==> config.mk <==
export PLATFORM = sky130hd
export DESIGN_NAME = seg7_scan_driver_flat
export DESIGN_NICKNAME = d
export VERILOG_FILES = /design/src/rtl/seg7_pkg.sv /design/src/rtl/seg7_scan_driver_if.sv /design/src/rtl/seg7_hex_decoder.sv /design/src/rtl/seg7_scan_driver.sv /design/src/flat_wrapper.sv
export SDC_FILE = /design/constraint.sdc
export NUM_CORES = 1
export LEC_CHECK = 0
export ABC_AREA = 1
export BUFFER_PORTS_ARGS = -buffer_cell sky130_fd_sc_hd__buf_2
export CAP_MARGIN = 20
export CORE_ASPECT_RATIO = 0.5
export CORE_MARGIN = 2
export CORE_UTILIZATION = 31
export CTS_CLUSTER_SIZE = 12
export DETAILED_ROUTE_END_ITERATION = 10
export SETUP_SLACK_MARGIN = 0.2
export SYNTH_ARGS = -nofsm -noshare
export SYNTH_HDL_FRONTEND = slang
export SYNTH_SLANG_ARGS = --single-unit
export TNS_END_PERCENT = 1
==> constraint.sdc <==
create_clock -name clk -period 4.4 [get_ports clk]
set_input_delay 0.22 -clock clk [delete_from_list [all_inputs] [get_ports clk]]
set_output_delay 0.22 -clock clk [all_outputs]
set_load 0.03 [all_outputs]
==> src/rtl/seg7_pkg.sv <==
// Shared types, constants and the hex font for the 7-segment scan driver.
// Segment patterns are active-low, ordered {a,b,c,d,e,f,g}.
package seg7_pkg;

    typedef enum logic {
        ST_BLANK = 1'b0,
        ST_SHOW  = 1'b1
    } seg7_state_e;

    localparam logic [7:0] SEG_OFF = 8'hFF;

    function automatic logic [6:0] hex_to_seg7(input logic [3:0] nib);
        logic [6:0] s;
        case (nib)
            4'h0:    s = 7'b0000001;
            4'h1:    s = 7'b1001111;
            4'h2:    s = 7'b0010010;
            4'h3:    s = 7'b0000110;
            4'h4:    s = 7'b1001100;
            4'h5:    s = 7'b0100100;
            4'h6:    s = 7'b0100000;
            4'h7:    s = 7'b0001111;
            4'h8:    s = 7'b0000000;
            4'h9:    s = 7'b0000100;
            4'hA:    s = 7'b0001000;
            4'hB:    s = 7'b1100000;
            4'hC:    s = 7'b0110001;
            4'hD:    s = 7'b1000010;
            4'hE:    s = 7'b0110000;
            default: s = 7'b0111000;
        endcase
        return s;
    endfunction

endpackage

==> src/rtl/seg7_scan_driver_if.sv <==
// Bus between the value source (master) and the scan driver (slave):
// display data/controls in, multiplexed display pins and frame pulse out.
interface seg7_scan_driver_if #(
    parameter int NUM_DIGITS = 8
);
    logic [4*NUM_DIGITS-1:0] data_in;
    logic [NUM_DIGITS-1:0]   dp_in;
    logic                    load;
    logic                    enable_n;
    logic [NUM_DIGITS-1:0]   sel;
    logic [7:0]              seg;
    logic                    frame_done;

    modport master (
        output data_in, dp_in, load, enable_n,
        input  sel, seg, frame_done
    );

    modport slave (
        input  data_in, dp_in, load, enable_n,
        output sel, seg, frame_done
    );
endinterface

==> src/rtl/seg7_hex_decoder.sv <==
// Combinational nibble + decimal point to active-low {a..g,dp} segment byte.
module seg7_hex_decoder
    import seg7_pkg::*;
(
    input  logic [3:0] nibble,
    input  logic       dp,
    output logic [7:0] seg
);

    assign seg = {hex_to_seg7(nibble), ~dp};

endmodule

==> src/rtl/seg7_scan_driver.sv <==
// Time-multiplexed hex display driver: BLANK/SHOW scan per digit, frame-coherent
// shadow data, optional leading-zero blanking, registered active-low outputs.
module seg7_scan_driver
    import seg7_pkg::*;
#(
    parameter int NUM_DIGITS   = 8,
    parameter int SCAN_DIV     = 2048,
    parameter int BLANK_CYCLES = 16,
    parameter int LZ_BLANK     = 0
) (
    input  logic                 clk,
    input  logic                 rst,
    seg7_scan_driver_if.slave    bus
);

    localparam int DATA_W  = 4 * NUM_DIGITS;
    localparam int CNT_MAX = (SCAN_DIV > BLANK_CYCLES) ? SCAN_DIV : BLANK_CYCLES;
    localparam int CNT_W   = $clog2(CNT_MAX);
    localparam int IDX_W   = (NUM_DIGITS > 1) ? $clog2(NUM_DIGITS) : 1;

    localparam logic [CNT_W-1:0] SHOW_LAST  = CNT_W'(SCAN_DIV - 1);
    localparam logic [CNT_W-1:0] BLANK_LAST = CNT_W'((BLANK_CYCLES > 0) ? BLANK_CYCLES - 1 : 0);
    localparam logic [IDX_W-1:0] IDX_LAST   = IDX_W'(NUM_DIGITS - 1);
    localparam seg7_state_e      ST_RESET   = (BLANK_CYCLES == 0) ? ST_SHOW : ST_BLANK;

    seg7_state_e             state_q, state_d;
    logic [CNT_W-1:0]        cnt_q, cnt_d;
    logic [IDX_W-1:0]        idx_q, idx_d;
    logic                    frame_done_q, frame_done_d;

    logic [DATA_W-1:0]       pend_data_q, pend_data_d;
    logic [NUM_DIGITS-1:0]   pend_dp_q, pend_dp_d;
    logic                    pend_vld_q, pend_vld_d;
    logic [DATA_W-1:0]       shadow_data_q, shadow_data_d;
    logic [NUM_DIGITS-1:0]   shadow_dp_q, shadow_dp_d;

    logic [NUM_DIGITS-1:0]   sel_q, sel_d;
    logic [7:0]              seg_q, seg_d;

    logic [NUM_DIGITS-1:0]   lz_mask;
    logic                    lz_run;
    logic [3:0]              cur_nib;
    logic                    cur_dp;
    logic                    cur_lz;
    logic [7:0]              dec_seg;

    // Scan FSM: the phase counter restarts on every state change; frame_done_d
    // marks the last SHOW cycle of the last digit, i.e. the frame boundary.
    always_comb begin
        state_d      = state_q;
        cnt_d        = cnt_q + CNT_W'(1);
        idx_d        = idx_q;
        frame_done_d = 1'b0;
        case (state_q)
            ST_BLANK: begin
                if (cnt_q == BLANK_LAST) begin
                    state_d = ST_SHOW;
                    cnt_d   = '0;
                end
            end
            ST_SHOW: begin
                if (cnt_q == SHOW_LAST) begin
                    cnt_d   = '0;
                    state_d = (BLANK_CYCLES == 0) ? ST_SHOW : ST_BLANK;
                    if (idx_q == IDX_LAST) begin
                        idx_d        = '0;
                        frame_done_d = 1'b1;
                    end else begin
                        idx_d = idx_q + IDX_W'(1);
                    end
                end
            end
            default: begin
                state_d = ST_RESET;
                cnt_d   = '0;
            end
        endcase
    end

    // Loads park in the pending copy; the shadow only moves at the frame
    // boundary so a frame never mixes old and new digits.
    always_comb begin
        pend_data_d   = pend_data_q;
        pend_dp_d     = pend_dp_q;
        pend_vld_d    = pend_vld_q;
        shadow_data_d = shadow_data_q;
        shadow_dp_d   = shadow_dp_q;
        if (bus.load) begin
            pend_data_d = bus.data_in;
            pend_dp_d   = bus.dp_in;
            pend_vld_d  = 1'b1;
        end
        if (frame_done_d) begin
            pend_vld_d = 1'b0;
            if (bus.load) begin
                shadow_data_d = bus.data_in;
                shadow_dp_d   = bus.dp_in;
            end else if (pend_vld_q) begin
                shadow_data_d = pend_data_q;
                shadow_dp_d   = pend_dp_q;
            end
        end
    end

    // A digit is a leading zero while every digit up to it is 0 with no dp;
    // the last digit always stays lit.
    always_comb begin
        lz_mask = '0;
        lz_run  = 1'b1;
        for (int i = 0; i < NUM_DIGITS; i++) begin
            lz_run = lz_run & (shadow_data_q[DATA_W-1-4*i -: 4] == 4'h0) & ~shadow_dp_q[i];
            lz_mask[i] = (LZ_BLANK != 0) && lz_run && (i < NUM_DIGITS - 1);
        end
    end

    always_comb begin
        cur_nib = 4'h0;
        cur_dp  = 1'b0;
        cur_lz  = 1'b0;
        for (int i = 0; i < NUM_DIGITS; i++) begin
            if (idx_q == IDX_W'(i)) begin
                cur_nib = shadow_data_q[DATA_W-1-4*i -: 4];
                cur_dp  = shadow_dp_q[i];
                cur_lz  = lz_mask[i];
            end
        end
    end

    seg7_hex_decoder u_dec (
        .nibble (cur_nib),
        .dp     (cur_dp),
        .seg    (dec_seg)
    );

    always_comb begin
        sel_d = '1;
        seg_d = SEG_OFF;
        if (state_q == ST_SHOW && !bus.enable_n && !cur_lz) begin
            sel_d = ~(NUM_DIGITS'(1) << idx_q);
            seg_d = dec_seg;
        end
    end

    always_ff @(posedge clk) begin
        if (rst) begin
            state_q       <= ST_RESET;
            cnt_q         <= '0;
            idx_q         <= '0;
            frame_done_q  <= 1'b0;
            pend_data_q   <= '0;
            pend_dp_q     <= '0;
            pend_vld_q    <= 1'b0;
            shadow_data_q <= '0;
            shadow_dp_q   <= '0;
            sel_q         <= '1;
            seg_q         <= SEG_OFF;
        end else begin
            state_q       <= state_d;
            cnt_q         <= cnt_d;
            idx_q         <= idx_d;
            frame_done_q  <= frame_done_d;
            pend_data_q   <= pend_data_d;
            pend_dp_q     <= pend_dp_d;
            pend_vld_q    <= pend_vld_d;
            shadow_data_q <= shadow_data_d;
            shadow_dp_q   <= shadow_dp_d;
            sel_q         <= sel_d;
            seg_q         <= seg_d;
        end
    end

    assign bus.sel        = sel_q;
    assign bus.seg        = seg_q;
    assign bus.frame_done = frame_done_q;

endmodule

==> src/flat_wrapper.sv <==
// flat-port wrapper written by rule: the top's interface ports become plain ports
module seg7_scan_driver_flat import seg7_pkg::*;
#(
    parameter int NUM_DIGITS   = 8,
    parameter int SCAN_DIV     = 2048,
    parameter int BLANK_CYCLES = 16,
    parameter int LZ_BLANK     = 0
)
  (clk, rst, bus_data_in, bus_dp_in, bus_load, bus_enable_n, bus_sel, bus_seg, bus_frame_done);
  seg7_scan_driver_if #(.NUM_DIGITS(NUM_DIGITS)) bus_i ();
  input  logic clk;
  input  logic rst;
  input wire logic [$bits(bus_i.data_in)-1:0] bus_data_in;
  input wire logic [$bits(bus_i.dp_in)-1:0] bus_dp_in;
  input wire logic [$bits(bus_i.load)-1:0] bus_load;
  input wire logic [$bits(bus_i.enable_n)-1:0] bus_enable_n;
  output wire logic [$bits(bus_i.sel)-1:0] bus_sel;
  output wire logic [$bits(bus_i.seg)-1:0] bus_seg;
  output wire logic [$bits(bus_i.frame_done)-1:0] bus_frame_done;
  assign bus_i.data_in = bus_data_in;
  assign bus_i.dp_in = bus_dp_in;
  assign bus_i.load = bus_load;
  assign bus_i.enable_n = bus_enable_n;
  assign bus_sel = bus_i.sel;
  assign bus_seg = bus_i.seg;
  assign bus_frame_done = bus_i.frame_done;
  seg7_scan_driver #(.NUM_DIGITS(NUM_DIGITS), .SCAN_DIV(SCAN_DIV), .BLANK_CYCLES(BLANK_CYCLES), .LZ_BLANK(LZ_BLANK)) u_core (.clk(clk), .rst(rst), .bus(bus_i));
endmodule
==> results of run 1 <==
## area by class of cell
type / instances / area share
flip-flops and latches: 113 / 0.377
multi-input cells: 401 / 0.348
clock buffers: 23 / 0.0814
clock inverters: 8 / 0.0213
well taps: 204 / 0.0426
repair buffers: 64 / 0.0551
inverters: 118 / 0.0739
## layout by cell type (no fill, tap or decap)
cell type                    netlist  layout
sky130_fd_sc_hd__nand2_1          72      72
sky130_fd_sc_hd__nor4_4            1       1
sky130_fd_sc_hd__o21ai_0          57      57
sky130_fd_sc_hd__xor2_1            1       1
sky130_fd_sc_hd__dfxtp_1         113     113
sky130_fd_sc_hd__buf_2             1      60
sky130_fd_sc_hd__o21ai_2           2       2
sky130_fd_sc_hd__nor4_1            1       1
sky130_fd_sc_hd__clkbuf_1         17       2
sky130_fd_sc_hd__clkbuf_8          0       4
sky130_fd_sc_hd__or2_2            40      40
sky130_fd_sc_hd__ha_1             13      13
sky130_fd_sc_hd__nor2_1           65      65
sky130_fd_sc_hd__nor3_1            4       4
sky130_fd_sc_hd__o221ai_1          1       1
sky130_fd_sc_hd__nand3_1          30      30
sky130_fd_sc_hd__o211ai_4          1       1
sky130_fd_sc_hd__clkbuf_16         0      17
sky130_fd_sc_hd__nor2_4            1       1
sky130_fd_sc_hd__a211oi_1          2       2
sky130_fd_sc_hd__nor3b_1           1       1
sky130_fd_sc_hd__a21boi_0          4       4
sky130_fd_sc_hd__xnor2_1           2       2
sky130_fd_sc_hd__o21bai_1          2       2
sky130_fd_sc_hd__o21ai_1          39      39
sky130_fd_sc_hd__buf_4             0       4
sky130_fd_sc_hd__clkinvlp_4        0       5
sky130_fd_sc_hd__o211ai_1          1       1
sky130_fd_sc_hd__inv_1           118     118
sky130_fd_sc_hd__bufinv_16         0       3
sky130_fd_sc_hd__nand3b_1          1       1
sky130_fd_sc_hd__a21oi_1          55      55
sky130_fd_sc_hd__nand4_1           1       1
sky130_fd_sc_hd__nand2_2           2       2
sky130_fd_sc_hd__nand3_2           2       2
## synthesized netlist by cell type (4+ instances only)
master | instances | area (um2)
sky130_fd_sc_hd__nand3_1 | 30 | 150
sky130_fd_sc_hd__a21boi_0 | 4 | 30.0
sky130_fd_sc_hd__or2_2 | 40 | 250
sky130_fd_sc_hd__ha_1 | 13 | 163
sky130_fd_sc_hd__nand2_1 | 72 | 270
sky130_fd_sc_hd__nor3_1 | 4 | 20.0
sky130_fd_sc_hd__buf_6 | 8 | 90.1
sky130_fd_sc_hd__nor2_1 | 65 | 244
sky130_fd_sc_hd__inv_1 | 118 | 443
sky130_fd_sc_hd__clkbuf_1 | 17 | 63.8
sky130_fd_sc_hd__o21ai_1 | 39 | 195
sky130_fd_sc_hd__a21oi_1 | 55 | 275
sky130_fd_sc_hd__o21ai_0 | 57 | 285
sky130_fd_sc_hd__dfxtp_1 | 113 | 2260
## per-layer routing
metal / vias to the layer above / wire length, um / GRT usage
met2: 72 / 4350 / 0.197
li1: 2197 / - / -
met4: 0 / 165 / 0.0547
met5: - / 0 / 0
met1: 1887 / 5810 / 0.188
met3: 14 / 481 / 0.0440
## stage by stage
| stage | std cells | util | total power, uW | cell area (um2) |
|---|---|---|---|---|
| after floorplan | 659 | - | 1160 | 4950 |
| after global placement | 900 | 0.346 | 1200 | 5380 |
| after detailed placement | 900 | 0.346 | 1200 | 5380 |
| after CTS | 931 | 0.386 | 2620 | 5990 |
| after global routing | 931 | 0.386 | 2700 | 5990 |
| final | 931 | 0.386 | 2590 | 5990 |
## kinds of logic (layout without fill, tap and decap cells)
| logic type | Yosys count | count (layout) | share of synthesized area |
|---|---|---|---|
| AND/OR/NAND/NOR | 221 | 221 | 0.207 |
| AO/OA/AOI/OAI | 164 | 164 | 0.176 |
| buffers and inverters | 145 | 213 | 0.122 |
| flip-flops | 113 | 113 | 0.457 |
| adder cells (fa/ha/maj) | 13 | 13 | 0.0328 |
| XOR/XNOR | 3 | 3 | 0.00530 |
## worst max-delay path by stage
stage | start | endpoint | slack, ns | depth (start not counted)
floorplan | u_core.idx_q[2] | u_core.bus.seg[7] | 2.00 | 15
global placement | u_core.idx_q[2] | u_core.bus.seg[7] | 1.69 | 15
detailed placement | u_core.idx_q[2] | u_core.bus.seg[7] | 1.57 | 15
CTS | u_core.idx_q[2] | u_core.bus.seg[7] | 1.57 | 15
global route | u_core.idx_q[2] | u_core.bus.seg[7] | 1.23 | 15
finish | u_core.idx_q[2] | u_core.bus.seg[7] | 1.54 | 15
## flip-flops by register name, indices dropped and copies added (netlist names)
name / count
u_core.idx_q: 3
u_core.pend_dp_q: 8
u_core.shadow_data_q: 32
u_core.state_q: 1
u_core.shadow_dp_q: 8
u_core.bus.frame_done: 1
u_core.bus.sel: 8
u_core.bus.seg: 8
u_core.pend_vld_q: 1
u_core.pend_data_q: 32
u_core.cnt_q: 11
## tightest hold or removal path: stages
cell	delay, ns
sky130_fd_sc_hd__buf_2	0.07
sky130_fd_sc_hd__or2_2	0.09
sky130_fd_sc_hd__o21ai_0	0.09
sky130_fd_sc_hd__nor2_1	0.08
## where the power goes
| group | leakage (uW) | switching, uW | internal [uW] |
|---|---|---|---|
| clock network | 0.000284 | 467 | 946 |
| registers | 0.000922 | 7.80 | 1050 |
| logic | 0.00137 | 69.2 | 49.7 |
| total | 0.00257 | 544 | 2050 |
==> metrics.log, run 1 <==
INFO  metric run_status = finished, final reports clean
INFO  metric root_buffer_master = sky130_fd_sc_hd__clkbuf_16
INFO  metric yosysWarningCount = 0
INFO  metric worst_r2r_path_depth = 15
INFO  metric hold_path_class = primary input to flop
INFO  metric required = between 4 and 5 ns
INFO  metric timing_worst_setup_path_type = flop to flop
INFO  metric route.detailed.vias_per_inst = ~4.5
INFO  metric initial_utilization = 0.319
INFO  metric layout_cells_sized_above_1 = 0.195
INFO  metric clkLatencyLatePin = a little over 0.4 ns
INFO  metric total_area_of_multi_input_combinational_cells = 2090 um2
INFO  metric finalWorstSetupSlack = around 1.5 ns
INFO  metric ys_seq_area_frac = 0.457
INFO  metric diodes = 0
INFO  metric ios = slightly above 60
INFO  metric critPathBufInv = 5
INFO  metric asr_flop_ratio_synth = 0
INFO  metric max_cap_viol = 0
INFO  metric grt_setup_unrepaired = false
INFO  metric cts_max_level = 4
INFO  metric cts_hold_buffers = 0
INFO  metric worst_r2r_startpoint = u_core.idx_q[2]
INFO  metric ys_dominant_reg_cell = sky130_fd_sc_hd__dfxtp_1
INFO  metric antenna_violating_nets_post_route = 0
INFO  metric capturing_point_of_the_worst_reg2reg_path = u_core.bus.seg[7]
INFO  metric netlist_instances = 659
INFO  metric globalplace.congestion = 0.846
INFO  metric post-cts-setup-buffer-count = 0
INFO  metric clk_pin_slew_worst_paths = 0.05 ns
INFO  metric crit_chain = inv_1 -> ha_1 -> inv_1 -> o21ai_0 -> inv_1 -> nand2_1 -> nand2_1 -> nand2_1 -> a21boi_0 -> inv_1 -> ha_1 -> inv_1 -> nand3_1 -> nand3_1 -> nand3_1
INFO  metric drt-initial-drc-count = 260
INFO  metric fillerInstances = between 1.5k and 2k
INFO  metric cts.sinks = 113
INFO  metric worst_path_largest_cell_delay = 0.60 ns
INFO  metric detailedPlacementHpwl = about 7700 um
INFO  metric synth_fp_nets = 716
INFO  metric placement_rows = 32
INFO  metric min_to = u_core.pend_data_q[18]
INFO  metric synthesis.area = 4950 um2
INFO  metric max-clock-path-buffers = 2
INFO  metric end_kind = flop
INFO  metric worstSetupStartpointType = flop
INFO  metric p_leak = 0.00257 uW
INFO  metric die_height = around 93 um
INFO  metric antenna_violations_before_repair = 0
INFO  metric worst_hold_slack = 0.174 ns
INFO  metric report.final.setup_viol = 0
INFO  metric fmaxAchievable = roughly 350 MHz
INFO  metric critical-path-top-cell-by-count = sky130_fd_sc_hd__inv_1
INFO  metric hold_viol_final = 0
INFO  metric synthToLayoutAreaGrowth = 21.0%
INFO  metric avgRoutedWirePerCell = 11.6 um
INFO  metric core = 15500 um2
INFO  metric cp_max_fo = 8
INFO  metric cts_buffers = 17
INFO  metric max-vdd-ir-drop = between 0.3 and 0.4 mV
INFO  metric min-delay-start = bus_data_in[18]
INFO  metric vias = 4170
INFO  metric timing.final.crit_share = 0.651
INFO  metric drt-pass1-iter-count = 4
INFO  metric period_needed = around 2.9 ns
INFO  metric grt.total_usage = 0.136
INFO  metric timing.reg2reg.setup_slack = roughly 1.5 ns
INFO  metric worst_path_dominant_cell_family = compound AO/OA/AOI/OAI gates
INFO  metric route.detailed.drc = 0
INFO  metric cpMaxStageDelayCell = sky130_fd_sc_hd__a21boi_0
INFO  metric worst_hold_path.num_cells = 4
INFO  metric final_max_slew_viol_count = 0
INFO  metric post_synth_num_cell_types = 32
INFO  metric maximum_number_of_pins_on_one_net_before_global_route_repair = between 40 and 50
INFO  metric clock_skew = 0.0108 ns
INFO  metric timing_worst_slew_pin_value = 1.06 ns
INFO  metric first_global_vias = 3874
INFO  metric dieArea = between 15000 and 20000 um2
INFO  metric worstPathArrival = around 3.2 ns
INFO  metric die_w = 183 um
INFO  metric synth.ff_latch_count = around 110
INFO  metric cts_repair_resize_count = 0
INFO  metric power_density = 433 nW/um2
INFO  metric place.port_buffers = 60
INFO  metric number_of_enable_type_register_cells_in_the_synthesized_netlist = 0
INFO  metric tns = 0 ns
INFO  metric totalWireLength = 10800 um
INFO  metric num-nets-final = 772
INFO  metric relative_slew_slack = 0.292
INFO  metric cts_tree = built
INFO  metric grt_first_pass_wirelength = 18500 um
INFO  metric pre_cts_ws = 1.57 ns
INFO  metric avg_cell_area_syn = 7.52 um2
INFO  metric grt.overflow.total = 0
INFO  metric seqCellArea = 2260 um2
Power figures use the tool's default switching activity.
==> run 2: changes to the inputs <==
clock period = 2.75 ns   (was 4.4 ns; I/O delays follow)
==> run 2 against run 1 <==
First-iteration DRC count down 20%. Clock skew decreased by 0.0049 ns. Worst setup slack got worse by 1.1 ns. Largest cell class unchanged. Largest power group unchanged.
==> metrics.log, run 2 (synthesis results as in run 1) <==
INFO  metric fmaxAchievable = around 430 MHz
INFO  metric cts_max_level = 4
INFO  metric cts.sinks = approximately 110
INFO  metric required = slightly above 3 ns
INFO  metric timing.final.crit_share = 0.846
INFO  metric worstSetupStartpointType = flop
INFO  metric globalplace.congestion = between 0.8 and 0.9
INFO  metric die_w = 183 um
INFO  metric end_kind = flop
INFO  metric cts_tree = built
INFO  metric min-delay-start = bus_enable_n
INFO  metric pwr-share-seq = 0.396
INFO  metric route.detailed.drc = 0
INFO  metric max_cap_viol = 0
INFO  metric grt_first_pass_wirelength = 18900 um
INFO  metric root_buffer_master = sky130_fd_sc_hd__clkbuf_16
INFO  metric power.net_switching = about 900 uW
INFO  metric power_density = ~700 nW/um2
INFO  metric timing_worst_setup_path_type = flop to flop
INFO  metric worst_hold_slack = 0.0226 ns
INFO  metric vias = slightly above 4k
INFO  metric avgRoutedWirePerCell = between 10 and 15 um
INFO  metric detailedPlacementHpwl = between 7000 and 8000 um
INFO  metric power_report.internal_total = around 3400 uW
INFO  metric place.port_buffers = 60
INFO  metric worstPathArrival = 2.68 ns
INFO  metric cpMaxStageDelayCell = sky130_fd_sc_hd__dfxtp_2
INFO  metric drt-pass1-iter-count = 4
INFO  metric capturing_point_of_the_worst_reg2reg_path = u_core.bus.seg[7]
INFO  metric maximum_number_of_pins_on_one_net_before_global_route_repair = 47
INFO  metric die_height = between 90 and 100 um
INFO  metric antenna_violating_nets_post_route = 0
INFO  metric synthToLayoutAreaGrowth = 22.7%
INFO  metric grt.total_usage = 0.139
INFO  metric route.detailed.vias_per_inst = roughly 4.4
INFO  metric final_max_slew_viol_count = 0
INFO  metric worst_r2r_startpoint = u_core.idx_q[2]
INFO  metric antenna_violations_before_repair = 1
INFO  metric crit_chain = inv_1 -> ha_1 -> inv_1 -> o21ai_0 -> o21bai_1 -> nand2_1 -> nand2_1 -> a21boi_0 -> ha_1 -> inv_1 -> nand3_1 -> nand3_1 -> nand3_1
INFO  metric final_core_utilization = 0.391
INFO  metric initial_utilization = 0.319
INFO  metric place_inst = 903
INFO  metric layout_cells_sized_above_1 = 0.210
INFO  metric hold_viol_final = 0
INFO  metric ios = 61
INFO  metric report.final.setup_viol = 0
INFO  metric run_status = finished, final reports clean
INFO  metric totalWireLength = 11100 um
INFO  metric clkLatencyLatePin = between 0.4 and 0.5 ns
INFO  metric mostFrequentLayoutCells = 117 x sky130_fd_sc_hd__inv_1, 112 x sky130_fd_sc_hd__dfxtp_1, 72 x sky130_fd_sc_hd__nand2_1
INFO  metric worst_hold_path.num_cells = 3
INFO  metric worst_r2r_path_depth = 13
INFO  metric timing.reg2reg.setup_slack = 0.42 ns
INFO  metric top_regs = u_core.pend_data_q x32, u_core.shadow_data_q x32, u_core.cnt_q x11
INFO  metric timing_worst_slew_pin_value = 0.927 ns
INFO  metric placement_rows = 32
INFO  metric fin_cells = 937
INFO  metric layout.cells.most_common = sky130_fd_sc_hd__inv_1
INFO  metric clkPwrFrac = 0.559
INFO  metric relative_slew_slack = 0.381
INFO  metric min_to = u_core.bus.seg[4]
INFO  metric grt.overflow.total = 0
INFO  metric max-vdd-ir-drop = 0.414 mV
INFO  metric grt_setup_unrepaired = false
INFO  metric cp_max_fo = 8
INFO  metric clock_skew = 0.00598 ns
INFO  metric first_global_vias = about 4.0k
INFO  metric drt-initial-drc-count = around 210
INFO  metric combinational_cell_fraction_of_total_power = 0.045
INFO  metric worst_path_largest_cell_delay = 0.42 ns
INFO  metric totalPowerFinal = 4290 uW
INFO  metric dieArea = 17100 um2
INFO  metric cts_buffers = 17
INFO  metric clk_pin_slew_worst_paths = 0.05 ns
INFO  metric netSwitchingFraction = 0.209
INFO  metric p_leak = around 0.0026 uW
INFO  metric hold_path_class = primary input to flop
INFO  metric max-clock-path-buffers = 2
INFO  metric core = 15500 um2
INFO  metric tns = 0 ns
INFO  metric num-nets-final = about 780
INFO  metric period_needed = 2.33 ns
[run 2: cell count changes in the layout (fill, tap and decap cells not counted), sizes merged]
cell      before  now
clkinvlp       5    7
diode          0    1
bufinv         3    5
clkinv         0    2
buf           64   68
clkbuf        23   18
[run 2: metal layers]
layer	vias to the layer above	GRT usage	part of all wire
li1	2209	-	-
met1	1869	0.184	0.52
met2	56	0.215	0.42
met3	14	0.0386	0.040
met4	0	0.0540	0.014
met5	-	0	0
[run 2: final cells by class]
| class | count | area [um2] |
|---|---|---|
| fillers | 1635 | 9450 |
| multi-input cells | 401 | 2100 |
| repair buffers | 68 | 364 |
| clock inverters | 14 | 213 |
| clock buffers | 18 | 439 |
| flip-flops and latches | 113 | 2260 |
| diodes | 1 | 2.50 |
| well taps | 204 | 255 |
| inverters | 118 | 443 |
[run 2: critical path, delay by kind of cell (launching register included)]
family | cells | cell delay, ns
buffers and inverters | 3 | 0.32
DFF | 1 | 0.42
AOI/OAI and AO/OA | 3 | 0.57
adders and majority gates | 2 | 0.53
and+or+nand+nor | 5 | 0.42
[run 2: worst max-delay path by stage]
stage                             end             from
floorplan           u_core.bus.seg[7]  u_core.idx_q[2]
global placement    u_core.bus.seg[7]  u_core.idx_q[2]
detailed placement  u_core.bus.seg[7]  u_core.idx_q[1]
CTS                 u_core.bus.seg[7]  u_core.idx_q[1]
global route        u_core.bus.seg[7]  u_core.idx_q[1]
finish              u_core.bus.seg[7]  u_core.idx_q[2]
[run 2: metrics by stage]
| step | setup WS, ns | area [um2] |
|---|---|---|
| 2_1_floorplan | 0.348 | 4950 |
| 6_report | 0.422 | 6080 |
| 5_1_grt | 0.224 | 6080 |
| 4_1_cts | 0.265 | 6050 |
| 3_3_place_gp | 0.381 | 5400 |
| 3_5_place_dp | 0.281 | 5400 |
[run 2: power groups by stage]
stage | sequential [uW] | combinational (uW) | clock (uW)
2_1_floorplan | 1730 | 132 | 0
3_3_place_gp | 1730 | 191 | 0
3_5_place_dp | 1730 | 194 | 0
4_1_cts | 1700 | 196 | 2440
5_1_grt | 1700 | 225 | 2520
6_report | 1700 | 193 | 2400
[run 2: what timing repair did]
item	CTS	global route
resized for setup	0	7
setup buffers	0	0
endpoints found under the setup margin	0	5
hold buffers	0	0
